File: src/rtl/pipe_stage_reg.sv
// ---------------------------------------------------------------------------
// pipe_stage_reg
//
// Parametrised pipeline-stage register for the 16-bit processor. Carries
// CHANNELS fields of WIDTH bits from one stage to the next, with a valid
// bit, stall (hold), flush (bubble insertion) and NOP substitution on the
// instruction channel (channel 0). Usable as IF/ID, ID/EX, EX/MEM or MEM/WB.
//
// Optional feature macro: PIPE_STAT_EN
//   When defined, adds the saturating statistics counters stall_cnt and
//   bubble_cnt. The datapath is identical with or without it.
//
// Parameters:
//   WIDTH    - bits per channel
//   CHANNELS - number of channels, channel 0 is the instruction channel
//   NOP_VAL  - value forced onto channel 0 whenever a bubble is loaded
//   CNT_W    - width of the statistics counters (PIPE_STAT_EN only)
//
// Ports:
//   clk        - clock, all state updates on its rising edge
//   rst        - synchronous active-high reset
//   valid_in   - upstream stage presents a real instruction
//   data_in    - packed channels, channel k is [k*WIDTH +: WIDTH]
//   stall      - hold current contents
//   flush      - discard current contents and load a bubble
//   data_out   - registered channels
//   valid_out  - data_out holds a real instruction
//   stall_cnt  - saturating count of stall-hold cycles (PIPE_STAT_EN)
//   bubble_cnt - saturating count of bubbles loaded (PIPE_STAT_EN)
//
// Edge action priority: rst > flush > stall > load.
// ---------------------------------------------------------------------------
module pipe_stage_reg #(
    parameter int               WIDTH    = 16,
    parameter int               CHANNELS = 2,
    parameter logic [WIDTH-1:0] NOP_VAL  = WIDTH'(16'h0800),
    parameter int               CNT_W    = 16
) (
    input  logic                      clk,
    input  logic                      rst,
    input  logic                      valid_in,
    input  logic [CHANNELS*WIDTH-1:0] data_in,
    input  logic                      stall,
    input  logic                      flush,
    output logic [CHANNELS*WIDTH-1:0] data_out,
`ifdef PIPE_STAT_EN
    output logic                      valid_out,
    output logic [CNT_W-1:0]          stall_cnt,
    output logic [CNT_W-1:0]          bubble_cnt
`else
    output logic                      valid_out
`endif
);

    // Bubble pattern: NOP on channel 0, zero elsewhere (also the reset value).
    // Invalid-input pattern: NOP on channel 0, remaining channels pass
    // data_in through so downstream debug logic can still see them.
    logic [CHANNELS*WIDTH-1:0] bubble_pat;
    logic [CHANNELS*WIDTH-1:0] invalid_pat;

    assign bubble_pat[0 +: WIDTH]  = NOP_VAL;
    assign invalid_pat[0 +: WIDTH] = NOP_VAL;

    generate
        for (genvar gi = 1; gi < CHANNELS; gi++) begin : g_chan
            assign bubble_pat[gi*WIDTH +: WIDTH]  = '0;
            assign invalid_pat[gi*WIDTH +: WIDTH] = data_in[gi*WIDTH +: WIDTH];
        end
    endgenerate

    logic [CHANNELS*WIDTH-1:0] data_q;
    logic [CHANNELS*WIDTH-1:0] data_d;
    logic                      valid_q;
    logic                      valid_d;
    logic                      bubble_ev;   // a new bubble enters this edge
    logic                      stall_ev;    // the stage holds this edge

    always_comb begin
        data_d    = data_q;
        valid_d   = valid_q;
        bubble_ev = 1'b0;
        stall_ev  = 1'b0;
        if (flush) begin
            // flush wins over stall; counted only as a bubble
            data_d    = bubble_pat;
            valid_d   = 1'b0;
            bubble_ev = 1'b1;
        end else if (stall) begin
            // holding an existing bubble is not a new bubble
            stall_ev  = 1'b1;
        end else if (valid_in) begin
            data_d    = data_in;
            valid_d   = 1'b1;
        end else begin
            data_d    = invalid_pat;
            valid_d   = 1'b0;
            bubble_ev = 1'b1;
        end
    end

    always_ff @(posedge clk) begin
        if (rst) begin
            data_q  <= bubble_pat;
            valid_q <= 1'b0;
        end else begin
            data_q  <= data_d;
            valid_q <= valid_d;
        end
    end

    assign data_out  = data_q;
    assign valid_out = valid_q;

`ifdef PIPE_STAT_EN
    logic [CNT_W-1:0] stall_cnt_q;
    logic [CNT_W-1:0] stall_cnt_d;
    logic [CNT_W-1:0] bubble_cnt_q;
    logic [CNT_W-1:0] bubble_cnt_d;

    // Saturating increments: stick at all-ones instead of wrapping.
    always_comb begin
        stall_cnt_d  = stall_cnt_q;
        bubble_cnt_d = bubble_cnt_q;
        if (stall_ev && (stall_cnt_q != '1)) begin
            stall_cnt_d = stall_cnt_q + 1'b1;
        end
        if (bubble_ev && (bubble_cnt_q != '1)) begin
            bubble_cnt_d = bubble_cnt_q + 1'b1;
        end
    end

    always_ff @(posedge clk) begin
        if (rst) begin
            stall_cnt_q  <= '0;
            bubble_cnt_q <= '0;
        end else begin
            stall_cnt_q  <= stall_cnt_d;
            bubble_cnt_q <= bubble_cnt_d;
        end
    end

    assign stall_cnt  = stall_cnt_q;
    assign bubble_cnt = bubble_cnt_q;
`else
    // Without statistics the event flags have no consumer.
    logic unused_ev;
    assign unused_ev = bubble_ev ^ stall_ev;
`endif

endmodule

File: config.mk
export PLATFORM = sky130hd
export DESIGN_NAME = pipe_stage_reg
export DESIGN_NICKNAME = d
export VERILOG_FILES = /design/src/rtl/pipe_stage_reg.sv
export SDC_FILE = /design/constraint.sdc
export NUM_CORES = 1
export LEC_CHECK = 0
export CAP_MARGIN = 25
export CELL_PAD_IN_SITES_DETAIL_PLACEMENT = 0
export CELL_PAD_IN_SITES_GLOBAL_PLACEMENT = 1
export CORE_UTILIZATION = 28
export CTS_CLUSTER_SIZE = 28
export DETAILED_ROUTE_END_ITERATION = 10
export GPL_TIMING_DRIVEN = 0
export PLACE_DENSITY_LB_ADDON = 0.1
export SLEW_MARGIN = 20
export SYNTH_ARGS = -nofsm -noshare
export SYNTH_HDL_FRONTEND = slang
export SYNTH_SLANG_ARGS = --single-unit
export TNS_END_PERCENT = 10
File: constraint.sdc
create_clock -name clk -period 1.3 [get_ports clk]
set_clock_uncertainty 0.2 [all_clocks]
set_input_delay 0.195 -clock clk [delete_from_list [all_inputs] [get_ports clk]]
set_output_delay 0.195 -clock clk [all_outputs]
set_load 0.01 [all_outputs]
==> impl_metrics.csv, run 1 <==
group,metric,value,unit
layout,fillCellCount,430,
worst_setup_path,start_kind,"flop",
clocking,path_clk_slew,70,ps
synth,synth_seq_cells,33,
worst_setup_path,startpoint,"data_out[1]$_SDFFE_PP0N_",
power,p_comb_share,13.6,%
clocking,htreeDepth,2,
worst_setup_path,cp_top_family,"flip-flops",
sta,slew_viol_final,0,
route,drtAntennaViolNets,0,
synth,synth_cell_types,14,
synth,synth_flop_cell,"dfxtp_1",
power,p_switching,0.498,mW
min_path,holdCritPathClass,"in -> reg",
worst_setup_path,r2r-start,"data_out[31]$_SDFFE_PP0N_",
worst_setup_path,critPathSlowestCell,"dfxtp_1",
place,dp_slack,-194,ps
clocking,numCtsBuffers,5,
clocking,clock_latency,280,ps
worst_setup_path,path_cells,"clkdlybuf4s15_1",
layout,multi_input_area,554,sq um
worst_setup_path,crit_arrival,880,ps
global_route,grt_use_total,14.2,%
route,first_pass_iters,4,
sta,finalHoldViolations,0,
synth,yosysSeqAreaShare,50.7,%
power,peakVddDrop,753,uV
synth,avgSynthCellArea,10.3,sq um
synth,yosysWarnings,0,
synth,synth_top_area_share,50.7,%
sta,fmax,787,MHz
global_route,grt_pass1_vias,1183,
layout,drive_above_1_share,21.8,%
synth,synthTopCellsByArea,"dfxtp_1, mux2i_1, a21oi_2",
sta,tns,0,ps
route,viasPerCell,4.45,
place,gp_congestion,0.768,
synth,synth_edf_count,0,
layout,synthToLayoutAreaGrowth,59.6,%
clocking,root_buffer,"clkbuf_8",
clocking,cts_tree,"yes",
synth,syn_nets,164,
die,pin_count,70,
route,drtIter0Drc,36,
synth,synth_common_cells,"dfxtp_1, mux2i_1, nor2_1",
route,num_vias,1130,
sta,finalSetupViolCount,0,
sta,holdWs,37.6,ps
global_route,grt_max_degree,11,
power,p_int,1.70,mW
die,fp.coreArea,4410,sq um
power,powerDensity,1060,nW/um^2
synth,synth.largest_area_cell,"dfxtp_1",
worst_setup_path,endpoint,"data_out[1]",
worst_setup_path,cp_max_fo,2,
die,die-area,4930,sq um
clocking,cts.sinks,33,
synth,yosysMostFrequentCell,"dfxtp_1",
worst_setup_path,path_class,"reg -> out",
route,wl_per_cell,12.5,microns
worst_setup_path,endpoint_kind,"output port",
global_route,grt_pass1_wl,5350,microns
layout,n_antenna_cell,0,
worst_setup_path,critPathBufInv,1,
sta,period_share,97.8,%
power,seqPwrFrac,47.9,%
route,drc,0,
worst_setup_path,rrSetupSlack,470,ps
synth,synthArstFlopShare,0,%
power,p_leak,0.839,nW
die,die_h,70.2,microns
power,p_clk_share,38.5,%
synth,synth_cells,127,
die,initial_core_util,29.5,%
flow_run,drv_cap,0,
worst_setup_path,r2r_end,"data_out[31]$_SDFFE_PP0N_",
worst_setup_path,cp_slowest_stage_delay,350,ps
layout,register_area,661,sq um
clocking,cts.path.max_buffers,2,
global_route,antenna_found_initial,0,
synth,netlist_area,1300,sq um
clocking,holdBufCountCts,0,
worst_setup_path,reg2reg_depth,2,
outcome,status,"finished, final reports clean",
global_route,grt-ovfl-total,0,
worst_setup_path,cp.required,900,ps
sta,rsz0062_at_grt,"true",
worst_setup_path,crit_cells,1,
place,dpl.hpwl,2360,microns
place,io_buffers,67,
sta,fin_ws,28.8,ps
sta,max-slew-margin-rel,85.1,%
route,drt_wl_total,3180,microns
layout,fin_nets,238,
die,die_x,70.2,microns
sta,tightest_slew,223,ps
power,p_sw_share,22.7,%
sta,min_period,1270,ps
die,rows,24,
area by class of cell:
cell class	count	share of cell area, %
repair buffers	67	29.3
clock buffers	7	4.64
plain buffers	11	4.21
well taps	52	3.13
clock inverters	1	0.241
flip-flops and latches	33	31.8
multi-input cells	83	26.7
how the worst min path moves through the flow:
stage / startpoint / end / slack [ps] / cells after the start
after floorplan: data_in[16] / data_out[16]$_SDFFE_PP0N_ / 140 / 2
after global placement: data_out[1]$_SDFFE_PP0N_ / data_out[1]$_SDFFE_PP0N_ / 250 / 2
after detailed placement: data_out[12]$_SDFFE_PP0N_ / data_out[12]$_SDFFE_PP0N_ / 260 / 2
after CTS: valid_in / data_out[0]$_SDFFE_PP0N_ / 30 / 3
after global routing: valid_in / data_out[0]$_SDFFE_PP0N_ / 30 / 3
final: valid_in / data_out[0]$_SDFFE_PP0N_ / 40 / 3
cells in the final DEF, fill, tap and decap left out, drive strengths merged, types with 11 or more instances in the layout:
master,synthesis,final
nand2,15,15
a21oi,15,15
nor2,17,17
clkbuf,0,19
clkdlybuf4s50,0,34
clkdlybuf4s15,0,20
buf,11,11
mux2i,17,17
nand3b,15,15
dfxtp,33,33
stage by stage:
stage	total power [mW]	std cells	area [sq um]	util [%]
6_report	2.20	254	2080	47.1
5_1_grt	2.31	254	2080	47.1
4_1_cts	2.24	254	2100	47.7
3_5_place_dp	1.40	246	2040	46.2
3_3_place_gp	1.39	246	2040	46.2
2_1_floorplan	1.21	127	1300	-
kinds of logic after synthesis:
group	count (synthesis)	synth area share [%]
flip-flops	33	50.7
AO/OA/AOI/OAI	16	10.1
multiplexers	17	13.1
AND/OR/NAND/NOR	50	19.4
buffers and inverters	11	6.72
power by group through the flow:
stage	registers (mW)	logic (mW)	clock network [mW]
floorplan	1.09	0.128	0
global placement	1.07	0.316	0
detailed placement	1.07	0.321	0
CTS	1.05	0.305	0.881
global route	1.05	0.325	0.927
finish	1.05	0.300	0.846
sequential cells by signal, summed over array words and instances (netlist names):
register and count:
valid_out 1, data_out 32
routing by layer:
| metal | routed length (microns) | up-vias | global-route usage (%) |
|---|---|---|---|
| met1 | 1360 | 518 | 15.1 |
| met5 | 0 | - | 0 |
| li1 | - | 571 | - |
| met2 | 1600 | 39 | 24.5 |
| met4 | 17 | 0 | 4.67 |
| met3 | 202 | 2 | 6.93 |
what timing repair did:
action | in CTS | in global routing
setup buffers | 0 | 0
resized for setup | 38 | 39
setup endpoints to repair | 33 | 30
Power figures use the tool's default switching activity.
==> run 2: changes to the inputs <==
--- a/config.mk
+++ b/config.mk
@@ -5,13 +5,14 @@
 export SDC_FILE = /design/constraint.sdc
 export NUM_CORES = 1
 export LEC_CHECK = 0
+export ABC_AREA = 1
 export CAP_MARGIN = 25
 export CELL_PAD_IN_SITES_DETAIL_PLACEMENT = 0
 export CELL_PAD_IN_SITES_GLOBAL_PLACEMENT = 1
 export CORE_UTILIZATION = 28
+export CTS_CLUSTER_DIAMETER = 150
 export CTS_CLUSTER_SIZE = 28
 export DETAILED_ROUTE_END_ITERATION = 10
-export GPL_TIMING_DRIVEN = 0
 export PLACE_DENSITY_LB_ADDON = 0.1
 export SLEW_MARGIN = 20
 export SYNTH_ARGS = -nofsm -noshare
==> run 2 against run 1 <==
Register-to-register slack is essentially flat. Setup slack gained 9.0 ps. Core utilization shrank 1.6 points. Sequential share of layout area shrank 1.3 points. Sequential power is essentially flat. Critical path type unchanged. Largest cell class unchanged. Highest routed layer unchanged. Synthesized cell count grew 17%. Via count grew 11%. Count of clock-buffer cells in the layout grew 1.
==> impl_metrics.csv, run 2 <==
group,metric,value,unit
worst_setup_path,cp_top_family,"flip-flops",
synth,synth_cells,148,
worst_setup_path,crit_arrival,870,ps
worst_setup_path,cp_max_fo,2,
synth,synth_common_cells,"nand2_1, dfxtp_1, a21oi_2",
synth,synth_flop_cell,"dfxtp_1",
sta,max-slew-margin-rel,85.3,%
place,dp_slack,-225,ps
global_route,grt_max_degree,34,
route,drc,0,
clocking,cts_tree,"yes",
synth,netlist_area,1390,sq um
worst_setup_path,critPathSlowestCell,"dfxtp_1",
min_path,holdCritPathClass,"reg -> reg",
layout,n_antenna_cell,0,
power,seqPwrFrac,50.1,%
global_route,grt-ovfl-total,0,
route,viasPerCell,4.35,
clocking,path_clk_slew,60,ps
worst_setup_path,cp_slowest_stage_delay,350,ps
synth,synthTopCellsByArea,"dfxtp_1, nand2_1, a21oi_2",
worst_setup_path,cp.required,900,ps
layout,fin_nets,257,
synth,synth.largest_area_cell,"dfxtp_1",
route,first_pass_iters,4,
power,p_int,1.60,mW
die,die_x,72.3,microns
route,num_vias,1254,
clocking,clock_latency,270,ps
outcome,status,"finished, final reports clean",
clocking,numCtsBuffers,5,
synth,avgSynthCellArea,9.36,sq um
global_route,grt_use_total,14.5,%
layout,final_util,45.5,%
die,rows,25,
power,p_leak,0.788,nW
worst_setup_path,critPathBufInv,1,
synth,synth_top_area_share,47.7,%
worst_setup_path,start_kind,"flop",
clocking,post_cts_buffers,0,
sta,fmax,792,MHz
sta,fin_ws,37.8,ps
die,pin_count,70,
synth,synth_seq_cells,33,
power,p_switching,0.499,mW
clocking,cts.sinks,33,
power,p_clk_share,34.3,%
worst_setup_path,path_cells,"clkdlybuf4s15_1",
route,drt_wl_total,3660,microns
synth,synth_cell_types,16,
clocking,htreeDepth,2,
sta,min_period,1260,ps
clocking,root_buffer,"clkbuf_8",
sta,tightest_slew,221,ps
worst_setup_path,endpoint_kind,"output port",
layout,fillCellCount,466,
layout,largest_reg_flops,32,
global_route,grt_pass1_wl,5750,microns
place,io_buffers,69,
sta,rsz0062_at_grt,"false",
die,fp.coreArea,4750,sq um
worst_setup_path,path_class,"reg -> out",
power,p_sw_share,23.8,%
die,die_h,72.3,microns
layout,final_cell_mix,"nand2_1, clkdlybuf4s50_1, dfxtp_1",
synth,yosysWarnings,0,
place,gp_congestion,0.620,
synth,yosysSeqAreaShare,47.7,%
worst_setup_path,rrSetupSlack,470,ps
synth,yosysMostFrequentCell,"nand2_1",
layout,synthToLayoutAreaGrowth,56.2,%
sta,finalHoldViolations,0,
route,drtIter0Drc,51,
power,p_comb_share,15.6,%
global_route,antenna_found_initial,0,
place,dpl.hpwl,2550,microns
layout,final_common_cell,"nand2_1",
die,die-area,5230,sq um
sta,finalSetupViolCount,0,
synth,synth_edf_count,0,
global_route,grt_pass1_vias,1216,
power,powerDensity,971,nW/um^2
power,peakVddDrop,432,uV
synth,syn_nets,185,
route,wl_per_cell,12.7,microns
die,initial_core_util,29.1,%
sta,period_share,97.1,%
layout,drive_above_1_share,23.1,%
clocking,cts.path.max_buffers,2,
sta,slew_viol_final,0,
synth,synthArstFlopShare,0,%
route,drtAntennaViolNets,0,
flow_run,drv_cap,0,
[run 2: power groups by stage]
| stage | clock (mW) | sequential, mW | combinational, mW |
|---|---|---|---|
| 6_report | 0.719 | 1.05 | 0.328 |
| 5_1_grt | 0.806 | 1.05 | 0.355 |
| 4_1_cts | 0.756 | 1.05 | 0.331 |
| 3_5_place_dp | 0 | 1.07 | 0.346 |
| 3_3_place_gp | 0 | 1.07 | 0.341 |
| 2_1_floorplan | 0 | 1.09 | 0.150 |
[run 2: metrics by stage]
step	instance area (sq um)	hold slack [ps]	power [mW]	TNS (ps)	cells
after CTS	2160	264	2.14	0	288
after global placement	2110	248	1.41	-4290	280
after detailed placement	2110	256	1.42	-5080	280
after floorplan	1390	108	1.24	0	148
after global routing	2160	285	2.21	0	288
final	2160	266	2.10	0	288
[run 2: path summary, 6_finish.rpt]
path                                                 from                        end  cells after the start
worst max register to register  data_out[28]$_SDFFE_PP0N_  data_out[28]$_SDFFE_PP0N_                      2
worst min-delay path            data_out[22]$_SDFFE_PP0N_  data_out[22]$_SDFFE_PP0N_                      2
worst max-delay path            data_out[30]$_SDFFE_PP0N_               data_out[30]                      1
worst min register to register  data_out[22]$_SDFFE_PP0N_  data_out[22]$_SDFFE_PP0N_                      2
[run 2: repair_timing]
item	4_1_cts	5_1_grt
hold buffers	0	0
endpoints found under the setup margin	33	31
gates resized for setup	36	35
[run 2: layout make-up]
cell class | count | area, sq um | share of cell area (%)
Sequential cell | 33 | 661 | 30.5
Multi-Input combinational cell | 100 | 563 | 26.0
Timing Repair Buffer | 77 | 757 | 35.0
Clock buffer | 8 | 80.1 | 3.70
Inverter | 3 | 18.8 | 0.868
Tap cell | 67 | 83.8 | 3.88
[run 2: layer usage]
metal  part of all wire (%)  global-route usage (%)  wire length [microns]  vias up
met5                      0                       0                      0        -
met4                    2.0                    6.32                     75        0
met3                    6.9                    4.86                    251       10
met2                     44                    22.4                   1610       53
met1                     47                    18.5                   1720      567
li1                       -                       -                      -      624
[run 2: logic make-up after synthesis]
kind of cell,after synthesis,share of synthesized area [%]
buffers and inverters,15,11.7
and+or+nand+nor,67,24.1
DFF,33,47.7
AOI/OAI and AO/OA,33,16.5
==> run 3: changes to the inputs <==
--- a/config.mk
+++ b/config.mk
@@ -14,7 +14,8 @@
 export CTS_CLUSTER_SIZE = 28
 export DETAILED_ROUTE_END_ITERATION = 10
 export PLACE_DENSITY_LB_ADDON = 0.1
-export SLEW_MARGIN = 20
+export SKIP_LAST_GASP = 1
+export SLEW_MARGIN = 10
 export SYNTH_ARGS = -nofsm -noshare
 export SYNTH_HDL_FRONTEND = slang
 export SYNTH_SLANG_ARGS = --single-unit
==> run 3 against run 2 <==
The flow now finishes with violations (negative setup slack). Wire length hardly changed. Design area grew 1.7%. Fmax down 19%. Non-clock buffer count did not move. First-iteration DRC count stayed put. Combinational power up 4%. Via count increased by 0.48%. Register-to-register slack about the same. Final cell count did not move. Highest routed layer unchanged.
==> impl_metrics.csv, run 3 (synthesis results as in run 2) <==
group,metric,value,unit
place,io_buffers,69,
worst_setup_path,endpoint_kind,"output port",
sta,max-slew-margin-rel,85.2,%
global_route,antenna_found_initial,0,
place,dpl.hpwl,2550,microns
worst_setup_path,start_kind,"flop",
layout,final_util,46.3,%
power,p_comb_share,16.1,%
route,drc,0,
die,fp.coreArea,4750,sq um
power,powerDensity,961,nW/um^2
min_path,holdCritPathClass,"reg -> reg",
die,die-area,5230,sq um
place,gp_congestion,0.620,
flow_run,drv_cap,0,
worst_setup_path,critPathSlowestCell,"clkdlybuf4s50_1",
die,die_h,72.3,microns
route,viasPerCell,4.38,
die,initial_core_util,29.1,%
power,seqPwrFrac,49.8,%
layout,final_cell_mix,"clkdlybuf4s50_1, nand2_1, dfxtp_1",
clocking,cts.path.max_buffers,2,
power,peakVddDrop,435,uV
sta,finalHoldViolations,0,
route,first_pass_iters,4,
sta,fmax,642,MHz
global_route,grt_use_total,14.5,%
power,p_switching,0.500,mW
route,wl_per_cell,12.7,microns
global_route,grt_max_degree,34,
clocking,cts_tree,"yes",
route,num_vias,1260,
worst_setup_path,crit_arrival,1160,ps
clocking,numCtsBuffers,5,
worst_setup_path,cp.required,900,ps
place,dp_slack,-225,ps
power,totalPowerFinal,2.11,mW
die,pin_count,70,
power,p_int,1.61,mW
layout,fin_nets,257,
die,die_x,72.3,microns
layout,drive_above_1_share,20.4,%
clocking,cts.sinks,33,
clocking,clock_latency,270,ps
clocking,path_clk_slew,60,ps
worst_setup_path,cp_max_fo,2,
sta,min_period,1560,ps
worst_setup_path,path_cells,"clkdlybuf4s50_1",
sta,finalSetupViolCount,26,
sta,fin_ws,-258,ps
clocking,root_buffer,"clkbuf_8",
outcome,violations,"negative setup slack",
clocking,post_cts_buffers,0,
sta,tightest_slew,222,ps
worst_setup_path,cp_slowest_stage_delay,540,ps
outcome,status,"finished, violations left",
clocking,htreeDepth,2,
power,p_leak,0.813,nW
layout,n_antenna_cell,0,
layout,synthToLayoutAreaGrowth,58.8,%
route,drtAntennaViolNets,0,
power,p_clk_share,34.1,%
worst_setup_path,cp_top_family,"buffers and inverters",
layout,final_common_cell,"clkdlybuf4s50_1",
global_route,grt_pass1_vias,1214,
power,p_sw_share,23.7,%
route,drtIter0Drc,51,
global_route,grt_pass1_wl,5730,microns
worst_setup_path,path_class,"reg -> out",
sta,holdWs,265,ps
global_route,grt-ovfl-total,0,
die,rows,25,
layout,largest_reg_flops,32,
clocking,holdBufCountCts,0,
sta,rsz0062_at_grt,"true",
sta,period_share,120,%
worst_setup_path,critPathBufInv,1,
route,drt_wl_total,3660,microns
sta,slew_viol_final,0,
## run 3: changes by cell type in the layout (fill, tap and decap cells not counted)
cell	previous run	this run
clkbuf_2	6	0
dlymetal6s2s_1	0	3
clkdlybuf4s50_1	36	62
clkdlybuf4s15_1	26	2
dlygate4sd2_1	1	2
## run 3: power groups by stage
stage	clock network, mW	registers, mW	logic, mW
5_1_grt	0.806	1.05	0.367
3_5_place_dp	0	1.07	0.346
2_1_floorplan	0	1.09	0.150
3_3_place_gp	0	1.07	0.341
6_report	0.720	1.05	0.341
4_1_cts	0.756	1.05	0.346
## run 3: metrics by stage
step                std cells  TNS, ps  instance area (sq um)
floorplan                 148        0                   1390
global placement          280    -4290                   2110
detailed placement        280    -5080                   2110
CTS                       288    -7430                   2190
global route              288    -7470                   2200
finish                    288    -6180                   2200
## run 3: cell type report
type,instances,area (sq um)
Timing Repair Buffer,77,793
Clock buffer,8,80.1
Tap cell,67,83.8
Sequential cell,33,661
Inverter,3,18.8
Fill cell,461,2550
Multi-Input combinational cell,100,563
## run 3: worst paths after layout
| path | from | to | slack, ps | depth (start not counted) |
|---|---|---|---|---|
| setup reg to reg | data_out[28]$_SDFFE_PP0N_ | data_out[28]$_SDFFE_PP0N_ | 470 | 2 |
| hold / removal | data_out[22]$_SDFFE_PP0N_ | data_out[22]$_SDFFE_PP0N_ | 270 | 2 |
| setup / recovery | data_out[6]$_SDFFE_PP0N_ | data_out[6] | -260 | 1 |
| hold reg to reg | data_out[22]$_SDFFE_PP0N_ | data_out[22]$_SDFFE_PP0N_ | 270 | 2 |
## run 3: timing repair
| action | CTS | global route |
|---|---|---|
| gates resized for setup | 6 | 3 |
| pin swaps | 0 | 0 |
| endpoints found under the setup margin | 33 | 32 |
| gates cloned | 0 | 0 |
## run 3: layer usage
metal	vias to the layer above	GRT usage (%)	share of wire, %
met3	10	4.86	7.5
li1	625	-	-
met5	-	0	0
met2	56	22.2	45
met1	569	18.5	46
met4	0	6.32	2.0
